<file path="config.mk">
export PLATFORM = sky130hd
export DESIGN_NAME = display7seg_scan_flat
export DESIGN_NICKNAME = d
export VERILOG_FILES = /design/src/rtl/seg7_pkg.sv /design/src/rtl/display7seg_scan_if.sv /design/src/rtl/seg7_decode.sv /design/src/rtl/display7seg_scan.sv /design/src/flat_wrapper.sv
export SDC_FILE = /design/constraint.sdc
export NUM_CORES = 1
export LEC_CHECK = 0
export CORE_MARGIN = 10
export CORE_UTILIZATION = 54
export CTS_BUF_LIST = sky130_fd_sc_hd__clkbuf_16
export DETAILED_ROUTE_END_ITERATION = 16
export HOLD_SLACK_MARGIN = 0.1
export PLACE_DENSITY = 0.78
export REMOVE_ABC_BUFFERS = 1
export SLEW_MARGIN = 40
export SYNTH_ARGS = -nofsm -noshare
export SYNTH_HDL_FRONTEND = slang
export SYNTH_HIERARCHICAL = 1
export SYNTH_SLANG_ARGS = --single-unit
</file>
<file path="constraint.sdc">
create_clock -name clk -period 2.3 [get_ports clk]
set_input_delay 0.345 -clock clk [delete_from_list [all_inputs] [get_ports clk]]
set_output_delay 0.345 -clock clk [all_outputs]
set_load 0.1 [all_outputs]
</file>
<file path="src/rtl/seg7_pkg.sv">
// Shared glyph table and width helper for the multiplexed 7-segment scanner.
// Glyphs are active-high {g,f,e,d,c,b,a}; output polarity is applied later.
package seg7_pkg;

    localparam logic [6:0] SEG_0   = 7'h3F;
    localparam logic [6:0] SEG_1   = 7'h06;
    localparam logic [6:0] SEG_2   = 7'h5B;
    localparam logic [6:0] SEG_3   = 7'h4F;
    localparam logic [6:0] SEG_4   = 7'h66;
    localparam logic [6:0] SEG_5   = 7'h6D;
    localparam logic [6:0] SEG_6   = 7'h7D;
    localparam logic [6:0] SEG_7   = 7'h07;
    localparam logic [6:0] SEG_8   = 7'h7F;
    localparam logic [6:0] SEG_9   = 7'h6F;
    localparam logic [6:0] SEG_A   = 7'h77;
    localparam logic [6:0] SEG_B   = 7'h7C;
    localparam logic [6:0] SEG_C   = 7'h39;
    localparam logic [6:0] SEG_D   = 7'h5E;
    localparam logic [6:0] SEG_E   = 7'h79;
    localparam logic [6:0] SEG_F   = 7'h71;
    localparam logic [6:0] SEG_OFF = 7'h00;

    // Counter width for a range of 'value' states, never narrower than one bit.
    function automatic int clog2(input int value);
        int result;
        result = 1;
        while ((32'sd1 << result) < value) begin
            result = result + 32'sd1;
        end
        return result;
    endfunction

endpackage

</file>
<file path="src/rtl/display7seg_scan_if.sv">
// Display-side bundle: digit data and display controls in, panel pins out.
interface display7seg_scan_if #(
    parameter int N_DIGITS = 4
) ();

    logic [4*N_DIGITS-1:0] digits_in;
    logic [N_DIGITS-1:0]   dp_in;
    logic [N_DIGITS-1:0]   blink_mask;
    logic [3:0]            brightness;
    logic                  lz_blank;
    logic                  hex_mode;
    logic [6:0]            seg;
    logic                  dp;
    logic [N_DIGITS-1:0]   an;
    logic                  frame_tick;

    modport master (
        output digits_in, dp_in, blink_mask, brightness, lz_blank, hex_mode,
        input  seg, dp, an, frame_tick
    );

    modport slave (
        input  digits_in, dp_in, blink_mask, brightness, lz_blank, hex_mode,
        output seg, dp, an, frame_tick
    );

endinterface

</file>
<file path="src/rtl/seg7_decode.sv">
// Nibble to active-high segment pattern; 10..15 show A-F only in hex mode.
module seg7_decode
    import seg7_pkg::*;
(
    input  logic [3:0] i_value,
    input  logic       i_hex_mode,
    output logic [6:0] o_seg
);

    // Glyph lookup.
    always_comb begin
        o_seg = SEG_OFF;
        case (i_value)
            4'd0:    o_seg = SEG_0;
            4'd1:    o_seg = SEG_1;
            4'd2:    o_seg = SEG_2;
            4'd3:    o_seg = SEG_3;
            4'd4:    o_seg = SEG_4;
            4'd5:    o_seg = SEG_5;
            4'd6:    o_seg = SEG_6;
            4'd7:    o_seg = SEG_7;
            4'd8:    o_seg = SEG_8;
            4'd9:    o_seg = SEG_9;
            4'd10:   o_seg = i_hex_mode ? SEG_A : SEG_OFF;
            4'd11:   o_seg = i_hex_mode ? SEG_B : SEG_OFF;
            4'd12:   o_seg = i_hex_mode ? SEG_C : SEG_OFF;
            4'd13:   o_seg = i_hex_mode ? SEG_D : SEG_OFF;
            4'd14:   o_seg = i_hex_mode ? SEG_E : SEG_OFF;
            4'd15:   o_seg = i_hex_mode ? SEG_F : SEG_OFF;
            default: o_seg = SEG_OFF;
        endcase
    end

endmodule

</file>
<file path="src/rtl/display7seg_scan.sv">
// N-digit multiplexed 7-segment driver: slot/frame scanning, frame-synchronous
// input shadowing, anti-ghosting guard band, PWM brightness, blink and blanking.
module display7seg_scan
    import seg7_pkg::*;
#(
    parameter int N_DIGITS       = 4,
    parameter int SCAN_DIV       = 50000,
    parameter int GUARD          = 16,
    parameter int BLINK_FRAMES   = 250,
    parameter bit SEG_ACTIVE_LOW = 1'b1,
    parameter bit AN_ACTIVE_LOW  = 1'b1
) (
    input  logic               clk,
    input  logic               reset_n,
    display7seg_scan_if.slave  bus
);

    localparam int SLOT_W  = clog2(SCAN_DIV);
    localparam int SEL_W   = clog2(N_DIGITS);
    localparam int BLINK_W = clog2(BLINK_FRAMES);

    localparam logic [SLOT_W-1:0]   SLOT_LAST   = SLOT_W'(SCAN_DIV - 1);
    localparam logic [SLOT_W-1:0]   GUARD_END   = SLOT_W'(GUARD);
    localparam logic [SEL_W-1:0]    SEL_LAST    = SEL_W'(N_DIGITS - 1);
    localparam logic [BLINK_W-1:0]  BLINK_LAST  = BLINK_W'(BLINK_FRAMES - 1);
    localparam logic [6:0]          SEG_POL     = {7{SEG_ACTIVE_LOW}};
    localparam logic [N_DIGITS-1:0] AN_POL      = {N_DIGITS{AN_ACTIVE_LOW}};

    logic [SLOT_W-1:0]   r_slot_cnt;
    logic [SEL_W-1:0]    r_sel;
    logic [3:0]          r_pwm_cnt;
    logic [BLINK_W-1:0]  r_blink_cnt;
    logic                r_blink_phase;
    logic [3:0]          r_digit [N_DIGITS];
    logic [N_DIGITS-1:0] r_dp_mask;
    logic [N_DIGITS-1:0] r_blink_mask;
    logic                r_lz_blank;
    logic                r_hex_mode;
    logic [6:0]          r_seg;
    logic                r_dp;
    logic [N_DIGITS-1:0] r_an;
    logic                r_frame_tick;

    logic                w_slot_end;
    logic                w_frame_end;
    logic [3:0]          w_value;
    logic [6:0]          w_glyph;
    logic [N_DIGITS-1:0] w_zero_from;
    logic [N_DIGITS-1:0] w_an_onehot;
    logic                w_lz_hide;
    logic                w_blink_hide;
    logic                w_lit;

    assign w_slot_end   = (r_slot_cnt == SLOT_LAST);
    assign w_frame_end  = w_slot_end && (r_sel == SEL_LAST);
    assign w_value      = r_digit[r_sel];
    assign w_lz_hide    = r_lz_blank && (r_sel != '0) && w_zero_from[r_sel];
    assign w_blink_hide = r_blink_mask[r_sel] && !r_blink_phase;
    assign w_lit        = (r_slot_cnt >= GUARD_END) && (r_pwm_cnt <= bus.brightness)
                          && !w_lz_hide && !w_blink_hide;

    seg7_decode u_decode (
        .i_value    (w_value),
        .i_hex_mode (r_hex_mode),
        .o_seg      (w_glyph)
    );

    // Zero-run from the top digit downward, plus the one-hot anode for sel.
    always_comb begin : blank_and_select
        logic w_run_zero;
        w_run_zero  = 1'b1;
        w_zero_from = '0;
        for (int i = N_DIGITS - 1; i >= 0; i--) begin
            w_run_zero     = w_run_zero & (r_digit[i] == 4'd0);
            w_zero_from[i] = w_run_zero;
        end
        w_an_onehot        = '0;
        w_an_onehot[r_sel] = 1'b1;
    end

    // Slot, digit-select and PWM counters.
    always_ff @(posedge clk or negedge reset_n) begin
        if (!reset_n) begin
            r_slot_cnt <= '0;
            r_sel      <= '0;
            r_pwm_cnt  <= 4'd0;
        end else begin
            r_pwm_cnt <= r_pwm_cnt + 4'd1;
            if (w_slot_end) begin
                r_slot_cnt <= '0;
                if (r_sel == SEL_LAST) begin
                    r_sel <= '0;
                end else begin
                    r_sel <= r_sel + SEL_W'(1);
                end
            end else begin
                r_slot_cnt <= r_slot_cnt + SLOT_W'(1);
            end
        end
    end

    // Frame boundary: shadow the inputs so a frame never mixes old and new data.
    always_ff @(posedge clk or negedge reset_n) begin
        if (!reset_n) begin
            for (int i = 0; i < N_DIGITS; i++) begin
                r_digit[i] <= 4'd0;
            end
            r_dp_mask     <= '0;
            r_blink_mask  <= '0;
            r_lz_blank    <= 1'b0;
            r_hex_mode    <= 1'b0;
            r_blink_cnt   <= '0;
            r_blink_phase <= 1'b1;
        end else if (w_frame_end) begin
            for (int i = 0; i < N_DIGITS; i++) begin
                r_digit[i] <= bus.digits_in[4*i +: 4];
            end
            r_dp_mask    <= bus.dp_in;
            r_blink_mask <= bus.blink_mask;
            r_lz_blank   <= bus.lz_blank;
            r_hex_mode   <= bus.hex_mode;
            if (r_blink_cnt == BLINK_LAST) begin
                r_blink_cnt   <= '0;
                r_blink_phase <= ~r_blink_phase;
            end else begin
                r_blink_cnt <= r_blink_cnt + BLINK_W'(1);
            end
        end else begin
            r_blink_cnt <= r_blink_cnt;
        end
    end

    // Pin registers; an unlit anode also forces segments and dp off.
    always_ff @(posedge clk or negedge reset_n) begin
        if (!reset_n) begin
            r_an         <= AN_POL;
            r_seg        <= SEG_POL;
            r_dp         <= SEG_ACTIVE_LOW;
            r_frame_tick <= 1'b0;
        end else begin
            r_an         <= w_lit ? (w_an_onehot ^ AN_POL) : AN_POL;
            r_seg        <= w_lit ? (w_glyph ^ SEG_POL) : SEG_POL;
            r_dp         <= (w_lit && r_dp_mask[r_sel]) ^ SEG_ACTIVE_LOW;
            r_frame_tick <= w_frame_end;
        end
    end

    assign bus.an         = r_an;
    assign bus.seg        = r_seg;
    assign bus.dp         = r_dp;
    assign bus.frame_tick = r_frame_tick;

endmodule

</file>
<file path="src/flat_wrapper.sv">
// flat-port wrapper written by rule: the top's interface ports become plain ports
module display7seg_scan_flat import seg7_pkg::*;
#(
    parameter int N_DIGITS       = 4,
    parameter int SCAN_DIV       = 50000,
    parameter int GUARD          = 16,
    parameter int BLINK_FRAMES   = 250,
    parameter bit SEG_ACTIVE_LOW = 1'b1,
    parameter bit AN_ACTIVE_LOW  = 1'b1
)
  (clk, reset_n, bus_digits_in, bus_dp_in, bus_blink_mask, bus_brightness, bus_lz_blank, bus_hex_mode, bus_seg, bus_dp, bus_an, bus_frame_tick);
  display7seg_scan_if #(.N_DIGITS(N_DIGITS)) bus_i ();
  input  logic clk;
  input  logic reset_n;
  input wire logic [$bits(bus_i.digits_in)-1:0] bus_digits_in;
  input wire logic [$bits(bus_i.dp_in)-1:0] bus_dp_in;
  input wire logic [$bits(bus_i.blink_mask)-1:0] bus_blink_mask;
  input wire logic [$bits(bus_i.brightness)-1:0] bus_brightness;
  input wire logic [$bits(bus_i.lz_blank)-1:0] bus_lz_blank;
  input wire logic [$bits(bus_i.hex_mode)-1:0] bus_hex_mode;
  output wire logic [$bits(bus_i.seg)-1:0] bus_seg;
  output wire logic [$bits(bus_i.dp)-1:0] bus_dp;
  output wire logic [$bits(bus_i.an)-1:0] bus_an;
  output wire logic [$bits(bus_i.frame_tick)-1:0] bus_frame_tick;
  assign bus_i.digits_in = bus_digits_in;
  assign bus_i.dp_in = bus_dp_in;
  assign bus_i.blink_mask = bus_blink_mask;
  assign bus_i.brightness = bus_brightness;
  assign bus_i.lz_blank = bus_lz_blank;
  assign bus_i.hex_mode = bus_hex_mode;
  assign bus_seg = bus_i.seg;
  assign bus_dp = bus_i.dp;
  assign bus_an = bus_i.an;
  assign bus_frame_tick = bus_i.frame_tick;
  display7seg_scan #(.N_DIGITS(N_DIGITS), .SCAN_DIV(SCAN_DIV), .GUARD(GUARD), .BLINK_FRAMES(BLINK_FRAMES), .SEG_ACTIVE_LOW(SEG_ACTIVE_LOW), .AN_ACTIVE_LOW(AN_ACTIVE_LOW)) u_core (.clk(clk), .reset_n(reset_n), .bus(bus_i));
endmodule
</file>
-- Word level (Yosys, flattened, before mapping)
Cells that the tools add are included.
- reductions and logical operators: 19
- $lt $le $gt $ge: 5
- $add $sub $neg: 4
- bitwise logic cells: 8
- mux-type cells: 23
- equality and inequality tests: 18
- operator list (operator ; count):
    case mux 7 bit (16 select lines) ; 1
    2-to-1 mux 7 bit ; 6
    == test 4 bit (second input constant) ; 8
    logical NOT 4 bit ; 5
    adder 16 x 1 -> 16 bit (second input constant) ; 1
    == test 16 bit (second input constant) ; 1
    == test 4 x 3 -> 1 bit (second input constant) ; 4
    >= comparator 16 x 5 -> 1 bit (second input constant) ; 1
    2-to-1 mux 16 bit ; 1
    2-to-1 mux 4 bit ; 3
    logical AND 1 bit ; 9
    adder 8 x 1 -> 8 bit (second input constant) ; 1
    binary-select mux 4 bit (select 2 bit) ; 1
    == test 4 x 2 -> 1 bit (second input constant) ; 2
    == test 8 bit (second input constant) ; 1
    2-to-1 mux 8 bit ; 1
    NOT 7 bit ; 1
    binary-select mux 1 bit (select 2 bit) ; 3
    2-to-1 mux 6 bit ; 1
    adder 4 x 1 -> 4 bit (second input constant) ; 1
    == test 4 x 1 -> 1 bit (second input constant) ; 1
    less-or-equal comparator 4 bit ; 1
    2-to-1 mux 1 bit ; 4
    NOT 4 bit ; 1
    13 further kinds ; 18
- output and inout port bits: 13
- register bits after elaboration: 70
- word-level logic and storage cells: 94

-- Logic depth before layout (Yosys ltp)
- depth in word-level cells: 12
- depth in mapped cells: 7

-- Cells and area by module
The synthesis kept the hierarchy.
- by module, submodules not included (module ; sequential area each (um2) ; cells each ; times used ; area each (um2)):
    display7seg_scan ; 1767.9 ; 320 ; 1 ; 3289.4
    seg7_decode ; 0.0 ; 45 ; 1 ; 266.5

-- Worst setup path before layout
No wires, ideal clock.
- path type: register to register
- start point: register u_core.r_sel[0]
- end point: register u_core.r_seg[3] (netlist: u_core/bus.seg[3])
- arrival: 1862 ps
- path slack: 372 ps
- buffers on the path: 2
- stages on the path, launching flop included: 8
- setup time: 67 ps
- clock period less this slack: 1928 ps
- cells stage by stage: dfrtp_1 -> buf_2 -> mux4_2 -> buf_6 -> or3_4 -> a21boi_2 -> a21oi_1 -> nand4_1
- longest elaborated chain between the ends: 8
- elaborated cells on any way between the ends: 35
- those cells by class: eq/ne: 15; mux: 9; bitwise: 2; reduce/logical: 9
- RTL lines (what ; RTL line ; source):
    start: declaration ; display7seg_scan.sv:30 ; logic [SEL_W-1:0] r_sel;
    start signal: assignment ; display7seg_scan.sv:94 ; r_sel <= r_sel + SEL_W'(1);
    NOT 2 -> 3 bit (implied by the code) * ; display7seg_scan.sv:56 ; assign w_value = r_digit[r_sel];
    binary-select mux 4 bit (select 2 bit) * ; display7seg_scan.sv:56 ;
    2-to-1 mux 4 bit (implied by the code) * (2 in a row) ; display7seg_scan.sv:56 ;
    named net u_core.w_value[2] ; display7seg_scan.sv:46 ; logic [3:0] w_value;
    == test 4 bit (tied with other cells) ; seg7_decode.sv:13 ; case (i_value)
    case mux 7 bit (16 select lines) * ; seg7_decode.sv:13 ;
    named net u_core.w_glyph[3] ; display7seg_scan.sv:47 ; logic [6:0] w_glyph;
    NOT 7 bit (no source line) * ; -- ;
    2-to-1 mux 7 bit * ; display7seg_scan.sv:142 ; r_seg <= w_lit ? (w_glyph ^ SEG_POL) : SEG_POL;
    end signal: assignment ; display7seg_scan.sv:142 ;
    end: declaration ; display7seg_scan.sv:39 ; logic [6:0] r_seg;
Mark *: on every way through the listed nets, which the timed path passes. The rest lies on a longest branch. The select of a mux whose other input is x is not followed.
A chain may end at the register's enable or synchronous reset.

-- Worst setup path after layout
- start point: register u_core.r_sel[0]
- end point: register u_core.r_seg[5] (netlist: u_core/bus.seg[5])
The elaborated chain is that of the path after synthesis.

==> flow_summary.yaml <==
worst_setup_path:
  critical_path.max_fanout: 12
  startpoint_type: "flop"
  crit_arrival_ns: 2.21
  critPathMaxStageDelay_ns: 0.65
  crit_path_top_delay_cell: "sky130_fd_sc_hd__mux4_2"
  worst-endpoint-required_ns: 2.52
  worstPathCellList: "buf_4, mux4_2, or2b_2, o211ai_1, a22o_1, nand4_1"
  end_kind: "flop"
  kind_of_critical_path: "flop to flop"
pwr:
  power.ir.vdd_worst_uv: 422
  p_leak_nw: 1.89
  power.share.combinational_pct: 3.6
  finalPower_mw: 2.50
  switching_share_pct: 20.4
  clock_power_share_pct: 47.1
  pwr-share-seq_pct: 49.3
  power.switching_mw: 0.512
  internal_power_mw: 1.99
  pd_cells_nw_per_um2: 585
sta:
  finalCritPeriodShare_pct: 86.4
  grt_setup_unrepaired: "no"
  final-hold-violation-count: 0
  slew-limit-headroom_pct: 62.8
  setup_viol: 0
  max_slew.worst_pin.slew_ns: 0.559
  finalCriticalPeriod_ns: 1.99
  fmaxAchievable_mhz: 503
  post_route_clock_skew_ns: 0.00884
  slew_violations: 0
  holdWs_ns: 0.468
run:
  drv.max_cap_violation_count: 0
placement:
  detailed_placement_hpwl_um: 5160
  placed_cells_incl_taps: 475
  io_buffer_count: 44
  gp_routability_congestion: 0.801
  dpl-instance-area_um2: 4010
final_layout:
  number_of_filler_instances_in_the_final_layout: 514
  final_layout_size_suffix_gt1_share_pct: 14.9
  area_growth_syn_to_layout_pct: 20.3
  final_nets: 455
  n_antenna_cell: 0
  post_layout_nonfiller_instances: 492
  area_of_all_placed_cells_without_fillers_um2: 4280
  post-route-util_pct: 67.0
run_status:
  outcome: "finished clean"
grt:
  globalRouteOverflowTotal: 0
  grt_antenna_before_repair: 0
  global_route.usage.met1_pct: 20.3
  vias_in_the_first_global_route: 2621
  global_route.usage.total_pct: 15.0
  grt.busiest_layer: "met2"
  grt_util_met3_pct: 3.68
  grtUsageMet2_pct: 22.1
  pin_count_of_the_biggest_net_entering_global_routing: 71
  wire_length_of_the_first_global_routing_pass_um: 12600
synthesis:
  post_synth_num_cell_types: 54
  synth-seq-cells: 70
  avgSynthCellArea_um2: 9.74
  syn-cell-area_um2: 3560
  most_frequent_cell_after_synthesis: "sky130_fd_sc_hd__nand2_1"
  synth_largest_area_cell: "sky130_fd_sc_hd__dfrtp_1"
  syn_inst: 365
  netlist_top_cells_area: "sky130_fd_sc_hd__dfrtp_1 40%, sky130_fd_sc_hd__nand2_1 10%, sky130_fd_sc_hd__dfstp_2 9.6%"
  synth-warning-count: 6
  synth_commonest_cells: "96 x sky130_fd_sc_hd__nand2_1, 57 x sky130_fd_sc_hd__dfrtp_1, 17 x sky130_fd_sc_hd__nor2_1"
  synth_sequential_area_ratio_pct: 49.7
  synthFlopType: "sky130_fd_sc_hd__dfrtp_1"
  synth_edf_count: 0
  asyncSetResetFlopFracSynth_pct: 100
  area_fraction_of_the_dominant_cell_type_after_synthesis_pct: 40.1
clocking:
  clock_root_buffer: "sky130_fd_sc_hd__clkbuf_16"
  worst_setup_hold_path_clk_slew_ns: 0.06
  clock_latency_late_sink_ns: 0.33
  cts_htree_levels: 3
  cts_tree: "done"
  cts_max_path_buffers: 2
  postCtsResizedCells: 0
  number_of_sinks_handled_by_clock_tree_synthesis: 70
  cts_buffers: 9
die:
  die_extent_in_y_um: 101
  io-pin-count: 45
  dieWidth_um: 101
  core_region_area_um2: 6390
  rows: 29
  starting_density_of_the_core_pct: 55.7
  die_area_um2: 10200
detailed_routing:
  routed_len_inst_um: 14.8
  drt.antenna.violating_nets: 0
  drt_first_iter_violations: 95
  routed_wirelength_um: 7280
  drt_pass1_iterations: 4
  avgViaCountPerCell: 5.53
  drt_drc_violations_left: 0
  vias: 2721
worst_hold_path:
  timing.hold.worst.class: "flop to flop"
-- cells by family (layout without fill, tap and decap cells) --
logic type / after synthesis / count (layout) / share of synthesized area [%]
and+or+nand+nor: 184 / 184 / 25.4
DFF: 70 / 70 / 49.7
muxes: 9 / 9 / 4.68
AOI/OAI and AO/OA: 39 / 39 / 7.04
buffers and inverters: 34 / 84 / 4.68
adders and majority gates: 13 / 13 / 4.57
xor gates and xnor gates: 16 / 16 / 3.94
-- per-layer routing --
layer | vias to the layer above | routed length [um]
met2 | 69 | 3330
met4 | 0 | 153
met5 | - | 0
met1 | 1295 | 3420
met3 | 12 | 386
li1 | 1345 | -
-- layout by cell type (no fill, tap or decap), types with 3 or more instances in the layout --
master                            instances
sky130_fd_sc_hd__and3_1                   5
sky130_fd_sc_hd__buf_4                   19
sky130_fd_sc_hd__o31ai_1                  3
sky130_fd_sc_hd__xor2_1                   9
sky130_fd_sc_hd__o21ai_1                  8
sky130_fd_sc_hd__clkdlybuf4s50_1         30
sky130_fd_sc_hd__clkbuf_16                9
sky130_fd_sc_hd__nand3_1                 14
sky130_fd_sc_hd__o21ai_0                  4
sky130_fd_sc_hd__ha_1                    13
sky130_fd_sc_hd__xnor2_1                  7
sky130_fd_sc_hd__dfstp_2                 13
sky130_fd_sc_hd__and4_1                   3
sky130_fd_sc_hd__nand4_1                 16
sky130_fd_sc_hd__dfrtp_1                 57
sky130_fd_sc_hd__a21oi_1                 12
sky130_fd_sc_hd__nor2_1                  17
sky130_fd_sc_hd__mux4_2                   6
sky130_fd_sc_hd__nand2_1                 96
sky130_fd_sc_hd__nor2b_1                  4
sky130_fd_sc_hd__nor4_1                   7
sky130_fd_sc_hd__nand3b_1                 3
sky130_fd_sc_hd__inv_1                   19
-- layout make-up --
| class | instances | area (um^2) | share of cell area [%] |
|---|---|---|---|
| Clock inverter | 7 | 28.8 | 0.673 |
| Sequential cell | 70 | 1770 | 41.3 |
| Inverter | 16 | 60.1 | 1.40 |
| Multi-Input combinational cell | 261 | 1620 | 37.9 |
| Tap cell | 77 | 96.3 | 2.25 |
| Clock buffer | 9 | 225 | 5.26 |
| Timing Repair Buffer | 52 | 478 | 11.2 |
-- path summary, 6_finish.rpt --
kind | startpoint | endpoint | slack (ns) | depth (start not counted)
worst max-delay path | u_core/r_sel[0]$_DFFE_PN0N_ | u_core/bus.seg[5]$_DFF_PN1_ | 0.31 | 6
worst min-delay path | u_core/r_blink_mask[3]$_DFFE_PN0P_ | u_core/r_blink_mask[3]$_DFFE_PN0P_ | 0.47 | 2
worst max register to register | u_core/r_sel[0]$_DFFE_PN0N_ | u_core/bus.seg[5]$_DFF_PN1_ | 0.31 | 6
worst min register to register | u_core/r_blink_mask[3]$_DFFE_PN0P_ | u_core/r_blink_mask[3]$_DFFE_PN0P_ | 0.47 | 2
max in group asynchronous | reset_n | u_core/r_blink_phase$_DFFE_PN1P_ | 1.40 | 3
min in group asynchronous | reset_n | u_core/r_pwm_cnt[2]$_DFF_PN0_ | 0.57 | 3
-- flip-flops by register name, indices dropped and copies added, names as in the netlist --
signal	flops
u_core/r_dp_mask	4
u_core/r_sel	2
u_core/r_hex_mode	1
u_core/r_pwm_cnt	4
u_core/bus.seg	7
u_core/r_slot_cnt	16
u_core/bus.an	4
u_core/r_blink_mask	4
u_core/r_lz_blank	1
u_core/bus.dp	1
u_core/r_blink_phase	1
u_core/bus.frame_tick	1
u_core/r_blink_cnt	8
u_core/r_digit	16
-- power by group through the flow --
stage	logic (mW)	clock network [mW]	registers [mW]
global placement	0.0881	0	1.25
finish	0.0895	1.18	1.23
floorplan	0.00729	0	1.25
CTS	0.0922	1.20	1.23
global route	0.0990	1.25	1.23
detailed placement	0.0906	0	1.25
-- timing repair --
item / CTS / global route
hold endpoints to repair: 57 / 0
setup buffers: 0 / 0
hold buffers: 1 / 0
-- per-stage QoR --
step	worst slack [ns]	TNS, ns
6_report	0.313	0
4_1_cts	0.308	0
3_5_place_dp	0.254	0
5_1_grt	0.0884	0
2_1_floorplan	-0.771	-15.71
3_3_place_gp	0.303	0
-- critical path: cells and delay by family, from the launching register on --
family,cells,cell delay (ns)
buf+inv,1,0.20
flops,1,0.35
mux,1,0.65
compound gates,2,0.27
simple gates,2,0.42
(Power assumes the default switching activity.)
